## src/rtl/game_pkg.sv

```systemverilog
// Shared definitions for the terminal game blocks: command codes, round state
// encoding, reaction sentinel values and the 8-bit Galois LFSR step.
package game_pkg;

  localparam logic [10:0] START_CODE     = 11'b00100000000;
  localparam logic [10:0] ABORT_CODE     = 11'b01000000000;

  // Reported for an early press; a real reaction count saturates one below it.
  localparam logic [7:0]  REACT_SENTINEL = 8'hFF;
  localparam logic [7:0]  REACT_SAT      = 8'hFE;

  localparam logic [7:0]  LFSR_SEED      = 8'hA5;
  // Right-shifting Galois form of x^8+x^6+x^5+x^4+1.
  localparam logic [7:0]  LFSR_TAPS      = 8'hB8;

  typedef enum logic [2:0] {
    ST_IDLE     = 3'd0,
    ST_ARM      = 3'd1,
    ST_WAIT     = 3'd2,
    ST_ALERT    = 3'd3,
    ST_COOLDOWN = 3'd4
  } game_state_e;

  function automatic logic [7:0] lfsr8_step(input logic [7:0] cur);
    return cur[0] ? ((cur >> 1) ^ LFSR_TAPS) : (cur >> 1);
  endfunction

endpackage

```

## src/rtl/lfsr8.sv

```systemverilog
// Free-running 8-bit Galois LFSR; reloads the seed should it ever reach zero
// so it can never lock up.
module lfsr8 import game_pkg::*; (
  input  logic       clk,
  input  logic       reset,
  input  logic       enable,
  output logic [7:0] q
);

  logic [7:0] lfsr_q;
  logic [7:0] lfsr_d;

  always_comb begin
    lfsr_d = lfsr_q;
    if (enable) begin
      lfsr_d = lfsr8_step(lfsr_q);
    end
    if (lfsr_d == 8'h00) begin
      lfsr_d = LFSR_SEED;
    end
  end

  always_ff @(posedge clk) begin
    if (reset) begin
      lfsr_q <= LFSR_SEED;
    end else begin
      lfsr_q <= lfsr_d;
    end
  end

  assign q = lfsr_q;

endmodule

```

## src/rtl/danger_reaction_ctrl.sv

```systemverilog
// One danger/reaction round: START arms a random delay in ticks, then danger_out
// is raised and the player's response time is measured and reported as hit/miss.
module danger_reaction_ctrl import game_pkg::*; #(
  parameter int unsigned TICK_DIV        = 10_000_000,
  parameter int unsigned MIN_DELAY_TICKS = 10,
  parameter logic [7:0]  DELAY_MASK      = 8'h3F,
  parameter int unsigned TIMEOUT_TICKS   = 30,
  parameter int unsigned COOLDOWN_TICKS  = 5
) (
  input  logic        clk,
  input  logic        reset,
  input  logic [10:0] op_code,
  input  logic        respond,
  output logic        danger_out,
  output logic        busy,
  output logic        result_valid,
  output logic        result_hit,
  output logic [7:0]  reaction_ticks
);

  localparam int unsigned   TW        = (TICK_DIV > 1) ? $clog2(TICK_DIV) : 1;
  localparam logic [TW-1:0] TICK_LAST = TW'(TICK_DIV - 1);
  localparam logic [7:0]    MIN_DELAY = 8'(MIN_DELAY_TICKS);
  localparam logic [7:0]    TIMEOUT   = 8'(TIMEOUT_TICKS);
  localparam logic [7:0]    COOL_LAST = 8'(COOLDOWN_TICKS - 1);

  game_state_e   state_q, state_d;
  logic [TW-1:0] tick_cnt_q, tick_cnt_d;
  logic [7:0]    cnt_q, cnt_d;
  logic          danger_q, danger_d;
  logic          busy_q, busy_d;
  logic          valid_q, valid_d;
  logic          hit_q, hit_d;
  logic [7:0]    react_q, react_d;

  logic          tick;
  logic          abort_cmd;
  logic          state_entry;
  logic [7:0]    cnt_inc;
  logic [7:0]    lfsr_val;

  lfsr8 u_lfsr (
    .clk    (clk),
    .reset  (reset),
    .enable (1'b1),
    .q      (lfsr_val)
  );

  assign tick      = (tick_cnt_q == TICK_LAST);
  assign abort_cmd = (op_code == ABORT_CODE);

  always_comb begin
    state_d     = state_q;
    cnt_d       = cnt_q;
    valid_d     = 1'b0;
    hit_d       = hit_q;
    react_d     = react_q;
    // Reaction count including a tick that lands in this very cycle.
    cnt_inc     = cnt_q;
    if (tick && (cnt_q != REACT_SAT)) begin
      cnt_inc = cnt_q + 8'd1;
    end

    case (state_q)
      ST_IDLE: begin
        if (op_code == START_CODE) begin
          state_d = ST_ARM;
        end
      end
      ST_ARM: begin
        if (abort_cmd) begin
          state_d = ST_IDLE;
        end else begin
          state_d = ST_WAIT;
          cnt_d   = MIN_DELAY + (lfsr_val & DELAY_MASK);
        end
      end
      ST_WAIT: begin
        if (abort_cmd) begin
          state_d = ST_IDLE;
        end else if (respond) begin
          state_d = ST_COOLDOWN;
          valid_d = 1'b1;
          hit_d   = 1'b0;
          react_d = REACT_SENTINEL;
        end else if (tick) begin
          cnt_d = cnt_q - 8'd1;
          if (cnt_q <= 8'd1) begin
            state_d = ST_ALERT;
          end
        end
      end
      ST_ALERT: begin
        // A press on the timeout tick is still a hit, so respond is tested first.
        if (abort_cmd) begin
          state_d = ST_IDLE;
        end else if (respond) begin
          state_d = ST_COOLDOWN;
          valid_d = 1'b1;
          hit_d   = 1'b1;
          react_d = cnt_inc;
        end else if (tick && (cnt_inc == TIMEOUT)) begin
          state_d = ST_COOLDOWN;
          valid_d = 1'b1;
          hit_d   = 1'b0;
          react_d = TIMEOUT;
        end else begin
          cnt_d = cnt_inc;
        end
      end
      ST_COOLDOWN: begin
        if (tick) begin
          if (cnt_q >= COOL_LAST) begin
            state_d = ST_IDLE;
          end else begin
            cnt_d = cnt_q + 8'd1;
          end
        end
      end
      default: begin
        state_d = ST_IDLE;
      end
    endcase

    state_entry = (state_d != state_q);
    if (state_entry && (state_d != ST_WAIT)) begin
      cnt_d = 8'd0;
    end

    // Restarting the divider on entry makes the first tick land TICK_DIV cycles in.
    if (state_entry && (state_d inside {ST_WAIT, ST_ALERT, ST_COOLDOWN})) begin
      tick_cnt_d = '0;
    end else if (tick) begin
      tick_cnt_d = '0;
    end else begin
      tick_cnt_d = tick_cnt_q + TW'(1);
    end

    danger_d = (state_d == ST_ALERT);
    busy_d   = (state_d != ST_IDLE);
  end

  always_ff @(posedge clk) begin
    if (reset) begin
      state_q    <= ST_IDLE;
      tick_cnt_q <= '0;
      cnt_q      <= 8'd0;
      danger_q   <= 1'b0;
      busy_q     <= 1'b0;
      valid_q    <= 1'b0;
      hit_q      <= 1'b0;
      react_q    <= 8'd0;
    end else begin
      state_q    <= state_d;
      tick_cnt_q <= tick_cnt_d;
      cnt_q      <= cnt_d;
      danger_q   <= danger_d;
      busy_q     <= busy_d;
      valid_q    <= valid_d;
      hit_q      <= hit_d;
      react_q    <= react_d;
    end
  end

  assign danger_out     = danger_q;
  assign busy           = busy_q;
  assign result_valid   = valid_q;
  assign result_hit     = hit_q;
  assign reaction_ticks = react_q;

endmodule

```

## config.mk

```make
export PLATFORM = sky130hd
export DESIGN_NAME = danger_reaction_ctrl
export DESIGN_NICKNAME = d
export VERILOG_FILES = /design/src/rtl/game_pkg.sv /design/src/rtl/lfsr8.sv /design/src/rtl/danger_reaction_ctrl.sv
export SDC_FILE = /design/constraint.sdc
export NUM_CORES = 1
export LEC_CHECK = 0
export CORE_ASPECT_RATIO = 1.2
export CORE_MARGIN = 3
export CORE_UTILIZATION = 55
export DETAILED_ROUTE_END_ITERATION = 7
export PLACE_DENSITY = 0.74
export SLEW_MARGIN = 15
export SYNTH_ARGS = -nofsm -noshare
export SYNTH_HDL_FRONTEND = slang
export SYNTH_SLANG_ARGS = --single-unit
```

## constraint.sdc

```tcl
create_clock -name clk -period 6.1 [get_ports clk]
set_input_delay 1.22 -clock clk [delete_from_list [all_inputs] [get_ports clk]]
set_output_delay 1.22 -clock clk [all_outputs]
set_load 0.01 [all_outputs]
```

==> results of run 1 <==
## worst max-delay path: cells and delay by family (launching register included)
kind / cells / cell delay [ns]
compound gates: 6 / 2.59
flops: 1 / 0.63
fa+ha+maj: 1 / 0.26
buf+inv: 1 / 0.21
## cell type report
cell class,instances,area (µm²),area share (%)
clock buffers,6,82.6,2.16
clock inverters,2,16.3,0.426
multi-input cells,324,2210,58.1
well taps,82,103,2.69
repair buffers,26,253,6.63
flip-flops and latches,55,1100,28.9
inverters,12,45.0,1.18
## through the flow
| stage | setup slack (ns) | hold slack, ns |
|---|---|---|
| 4_1_cts | 2.31 | 0.490 |
| 3_5_place_dp | 1.97 | 0.471 |
| 5_1_grt | 1.83 | 0.509 |
| 2_1_floorplan | 3.10 | 0.439 |
| 6_report | 2.26 | 0.489 |
| 3_3_place_gp | 2.03 | 0.465 |
## synthesized netlist by cell type (2+ instances only)
cell / count / area share [%]
a211oi_1: 9 / 1.9
a31oi_1: 3 / 0.54
nor3_2: 5 / 1.4
a211o_1: 2 / 0.50
nor2b_1: 6 / 1.1
buf_4: 2 / 0.43
nor4_2: 13 / 4.6
nor4_1: 7 / 1.2
inv_1: 12 / 1.3
o311ai_0: 2 / 0.50
nand2_1: 33 / 3.5
nand2b_1: 6 / 1.1
and2_1: 7 / 1.2
a22o_1: 3 / 0.75
buf_2: 5 / 0.71
xor2_1: 13 / 3.2
o21ai_0: 9 / 1.3
xnor2_1: 25 / 6.2
o22ai_1: 5 / 0.89
or3_1: 2 / 0.36
nor3_1: 13 / 1.9
nor4_4: 2 / 1.2
dfxtp_1: 55 / 31
a22oi_1: 4 / 0.86
nor2_2: 3 / 0.54
buf_8: 2 / 0.86
nor2_1: 34 / 3.6
clkbuf_1: 19 / 2.0
ha_1: 8 / 2.9
and4_1: 3 / 0.75
o221a_2: 2 / 0.64
nand3_1: 16 / 2.3
nor4b_1: 5 / 1.2
o32ai_1: 3 / 0.75
a221oi_1: 2 / 0.50
nand4_1: 10 / 1.8
nor3b_1: 2 / 0.43
a21oi_1: 33 / 4.7
and3_1: 8 / 1.4
or2_2: 3 / 0.54
## cell families after synthesis
| group | count (synthesis) |
|---|---|
| simple gates | 183 |
| compound gates | 95 |
| flops | 55 |
| buf+inv | 41 |
| xor+xnor | 38 |
| fa+ha+maj | 8 |
## state kept, by name, indices dropped and copies added (netlist names)
register / flops
tick_cnt_q: 24
busy: 1
result_valid: 1
u_lfsr.q: 8
cnt_q: 8
result_hit: 1
reaction_ticks: 8
state_q: 3
danger_out: 1
## worst max-delay path by stage
stage / slack [ns] / to / cells after the start
2_1_floorplan: 3.10 / cnt_q[2] / 8
3_3_place_gp: 2.03 / tick_cnt_q[1] / 8
3_5_place_dp: 1.97 / tick_cnt_q[5] / 8
4_1_cts: 2.31 / tick_cnt_q[3] / 8
5_1_grt: 1.83 / cnt_q[2] / 8
6_report: 2.26 / cnt_q[2] / 8
## report_power, final
group	internal (mW)	total, mW	leakage [nW]	switching, mW
logic	0.0256	0.0490	0.748	0.0233
clock network	0.0930	0.214	0.0474	0.121
registers	0.366	0.374	0.446	0.00840
## routing by layer
metal	routed length [µm]	up-vias	GRT usage, %
li1	-	1538	-
met1	3600	1473	29.5
met2	3950	110	40.8
met3	337	24	3.18
met4	252	0	9.60
met5	0	-	0
==> impl_metrics.py, run 1 <==
metrics = {
    "outcome": {
        "status": "finished clean",
    },
    "yosys": {
        "synth_mux_area_share_pct": 0,
        "synth_fp_nets": 442,
        "synthAdderAreaFrac_pct": 2.86,
        "mappedNetlistArea_um2": 3510,
        "synth_cells": 420,
        "synth_xor_area_share_pct": 9.49,
        "ys_seq_elements": 55,
        "synth_edf_count": 0,
        "synth.distinct_cells": 64,
        "synth_top_family_by_area": "simple AND/OR/NAND/NOR gates",
        "yosys_warnings": 0,
        "synthArstFlopShare_pct": 0,
        "synth_area_per_cell_um2": 8.35,
        "synth_compound_area_share_pct": 19.2,
        "synth-seq-area-share_pct": 31.4,
        "ys.flop_type": "dfxtp_1",
        "synth-simple-area-share_pct": 31.7,
    },
    "sta": {
        "finalSetupTns_ns": 0,
        "post-route-period-util_pct": 62.9,
        "clock_skew_ns": 0.0151,
        "rsz0062_at_grt": "false",
        "layout_min_cycle_time_ns": 3.84,
        "slew_headroom_pct": 28.9,
        "worst_pin_slew_ns": 1.06,
        "fmax_mhz": 260,
        "drv_slew": 0,
        "finalHoldViolCount": 0,
        "setup_violations": 0,
    },
    "setup_path": {
        "critical_path_arrival_ns": 4.01,
        "critPathKind": "flop to flop",
        "path_cells": "inv_1, ha_1, a2111oi_1, o211ai_2, o41ai_2, a22oi_1, a21oi_1, a211oi_1",
        "cp_slowest_cell": "o41ai_2",
        "regToRegEndpoint": "cnt_q[2]",
        "cp_max_fo": 12,
        "rr_worst_depth": 8,
        "crit_start": "cnt_q[0]",
        "reg2reg_from": "cnt_q[0]",
        "cp-start-kind": "flop",
        "cp-end-kind": "flop",
        "r2r_slack_ns": 2.26,
        "crit_required_ns": 6.27,
        "max_stage_delay_ns": 1.01,
    },
    "cts": {
        "cts_tree": "done",
        "holdBufCountCts": 0,
        "clock_sinks": 55,
        "clock_latency_ns": 0.31,
        "post_cts_resized": 0,
        "clockBufferDepth": 2,
        "clk_pin_slew_ns": 0.11,
        "htreeDepth": 2,
        "cts-root-buf": "clkbuf_8",
        "cts_made_buffers": 5,
        "post_cts_buffers": 0,
    },
    "power_and_ir_drop": {
        "fin_total_pwr_mw": 0.637,
        "powerDensity_nw_per_um2": 167,
        "peakVddDrop_mv": 0.135,
        "power.leakage_nw": 1.24,
    },
    "place": {
        "hpwlAfterDp_um": 5800,
        "port_buffers": 25,
        "place.gp.congestion": 0.959,
        "place_inst": 499,
        "post_dp_cell_area_um2": 3720,
    },
    "cells_and_area": {
        "instances_no_fill": 507,
        "drive_above_1_share_pct": 10.6,
        "layout_commonest_cell": "dfxtp_1",
        "final_nets": 446,
        "antennaDiodeCount": 0,
        "nFillCells": 549,
        "fin_area_um2": 3810,
        "areaGrowthSynthToFinish_pct": 8.82,
        "mostFrequentLayoutCells": "dfxtp_1, nor2_1, nand2_1, a21oi_1, xnor2_1",
        "utilization_pct": 62.6,
    },
    "min_path": {
        "worstHoldEndpoint": "u_lfsr.q[6]",
        "min_path_cells": 1,
        "min_path_type": "flop to flop",
        "hp-start": "u_lfsr.q[7]",
    },
    "floorplanning": {
        "core.rowCount": 31,
        "fp.dieW_um": 78.9,
        "die-area_um2": 7370,
        "initial_utilization_pct": 57.6,
        "pin_count": 26,
        "coreArea_um2": 6090,
        "die_h_um": 93.5,
    },
    "global_routing": {
        "grt_max_degree": 41,
        "grt_pass1_vias": 3007,
        "grt_remaining_overflow": 0,
        "grt_first_pass_wirelength_um": 14200,
        "antenna_found_initial": 0,
        "track_usage_pct": 23.6,
    },
    "run": {
        "max_cap_viol_count": 0,
    },
    "detailed_routing": {
        "vias": 3145,
        "first_iter_violations": 365,
        "drt-vias-per-instance": 6.20,
        "wl_per_cell_um": 16.1,
        "postRouteAntennaNets": 0,
        "routed_wl_um": 8140,
        "drc_errors": 0,
        "drt-pass1-iter-count": 6,
    },
}
Note: power is estimated with default switching activity, not from simulation.
==> inputs of run 2 (changes only) <==
- CORE_UTILIZATION: 55 -> 53
- clock period: 6.1 -> 3.34 ns (I/O delays scaled with it)
==> impl_metrics.py, run 2 (synthesis gave the netlist of run 1 again) <==
metrics = {
    "cells_and_area": {
        "final_nets": 461,
        "drive_above_1_share_pct": 13.6,
        "fin_area_um2": 3940,
        "final-seq-area_um2": 1100,
        "antennaDiodeCount": 0,
        "largest_reg_flops": 24,
        "layout_commonest_cell": "dfxtp_1",
        "nFillCells": 575,
        "mostFrequentLayoutCells": "dfxtp_1, nor2_1, nand2_1, a21oi_1, xnor2_1",
        "areaGrowthSynthToFinish_pct": 12.2,
        "utilization_pct": 63.4,
        "multi_input_area_um2": 2210,
        "regMostFlops": "tick_cnt_q",
    },
    "floorplanning": {
        "die_h_um": 95.1,
        "core.rowCount": 31,
        "coreArea_um2": 6210,
        "die-area_um2": 7630,
        "pin_count": 26,
        "fp.dieW_um": 80.2,
        "initial_utilization_pct": 56.5,
    },
    "power_and_ir_drop": {
        "powerDensity_nw_per_um2": 294,
        "peakVddDrop_mv": 0.177,
        "power.leakage_nw": 1.32,
    },
    "setup_path": {
        "cp-start-kind": "flop",
        "cp_max_fo": 9,
        "crit_buf_inv": 0,
        "critPathKind": "flop to flop",
        "cp-end-kind": "flop",
        "cp_slowest_cell": "o41ai_2",
        "max_stage_delay_ns": 0.58,
        "cpLargestDelayFamily": "compound AO/OA/AOI/OAI gates",
        "crit_required_ns": 3.51,
        "path_cells": "nand4_1, a2111oi_1, o211ai_2, o41ai_2, a22oi_1, a21oi_1, a211oi_1",
        "critical_path_arrival_ns": 3.11,
    },
    "sta": {
        "drv_slew": 0,
        "finalHoldViolCount": 0,
        "fmax_mhz": 339,
        "layout_min_cycle_time_ns": 2.95,
        "slew_headroom_pct": 44.8,
        "clock_skew_ns": 0.00838,
        "finalSetupTns_ns": 0,
        "post-route-period-util_pct": 88.2,
        "setup_violations": 0,
        "rsz0062_at_grt": "false",
        "worst_pin_slew_ns": 0.828,
    },
    "detailed_routing": {
        "first_iter_violations": 226,
        "drc_errors": 0,
        "postRouteAntennaNets": 0,
        "routed_wl_um": 8430,
        "drt-vias-per-instance": 6.16,
        "vias": 3215,
        "wl_per_cell_um": 16.1,
        "drt-pass1-iter-count": 5,
    },
    "cts": {
        "clockBufferDepth": 2,
        "cts-root-buf": "clkbuf_8",
        "clock_sinks": 55,
        "holdBufCountCts": 0,
        "htreeDepth": 2,
        "post_cts_buffers": 0,
        "post_cts_resized": 0,
        "clk_pin_slew_ns": 0.11,
        "cts_made_buffers": 5,
        "clock_latency_ns": 0.32,
        "cts_tree": "done",
    },
    "global_routing": {
        "track_usage_pct": 23.2,
        "grt_pass1_vias": 3102,
        "grt_max_degree": 30,
        "grt_first_pass_wirelength_um": 14100,
        "antenna_found_initial": 0,
        "grt_remaining_overflow": 0,
    },
    "place": {
        "hpwlAfterDp_um": 6170,
        "post_dp_cell_area_um2": 3840,
        "place.gp.congestion": 0.981,
        "port_buffers": 25,
    },
    "run": {
        "max_cap_viol_count": 0,
    },
    "outcome": {
        "status": "finished clean",
    },
    "min_path": {
        "min_path_type": "flop to flop",
    },
}
-- run 2: worst paths after layout --
| check | cells after the start | slack, ns | to | from |
|---|---|---|---|---|
| setup reg to reg | 7 | 0.39 | cnt_q[4] | cnt_q[1] |
| setup / recovery | 7 | 0.39 | cnt_q[4] | cnt_q[1] |
| hold / removal | 1 | 0.50 | u_lfsr.q[6] | u_lfsr.q[7] |
| hold reg to reg | 1 | 0.50 | u_lfsr.q[6] | u_lfsr.q[7] |
-- run 2: final cells by class --
class	count	share of cell area, %
inverter	12	1.14
clock inverter	3	0.636
tap	82	2.61
sequential	55	28.0
multi-input combinational	324	56.3
timing repair buffer	41	9.60
clock buffer	5	1.75
-- run 2: per-stage QoR --
step                      power [mW]  worst slack [ns]  instances  hold WS (ns)
after floorplan                0.757             0.685        420         0.439
after global placement         0.788             0.368        514         0.462
after detailed placement       0.788             0.277        514         0.466
after CTS                       1.17             0.413        522         0.491
after global routing            1.21             0.229        522         0.508
final                           1.16             0.393        522         0.497
-- run 2: metal layers --
metal	track usage [%]	vias to the layer above	part of all wire, %
met3	3.59	28	5.5
met1	28.4	1493	41
li1	-	1577	-
met5	0	-	0
met4	9.30	0	3.3
met2	40.4	117	50
-- run 2: report_power, final --
group          leakage, nW  total [mW]  switching, mW  internal [mW]
clock network       0.0443       0.382          0.231          0.151
registers            0.446       0.682         0.0149          0.668
logic                0.829      0.0916         0.0431         0.0485
total                 1.32        1.16          0.289          0.867
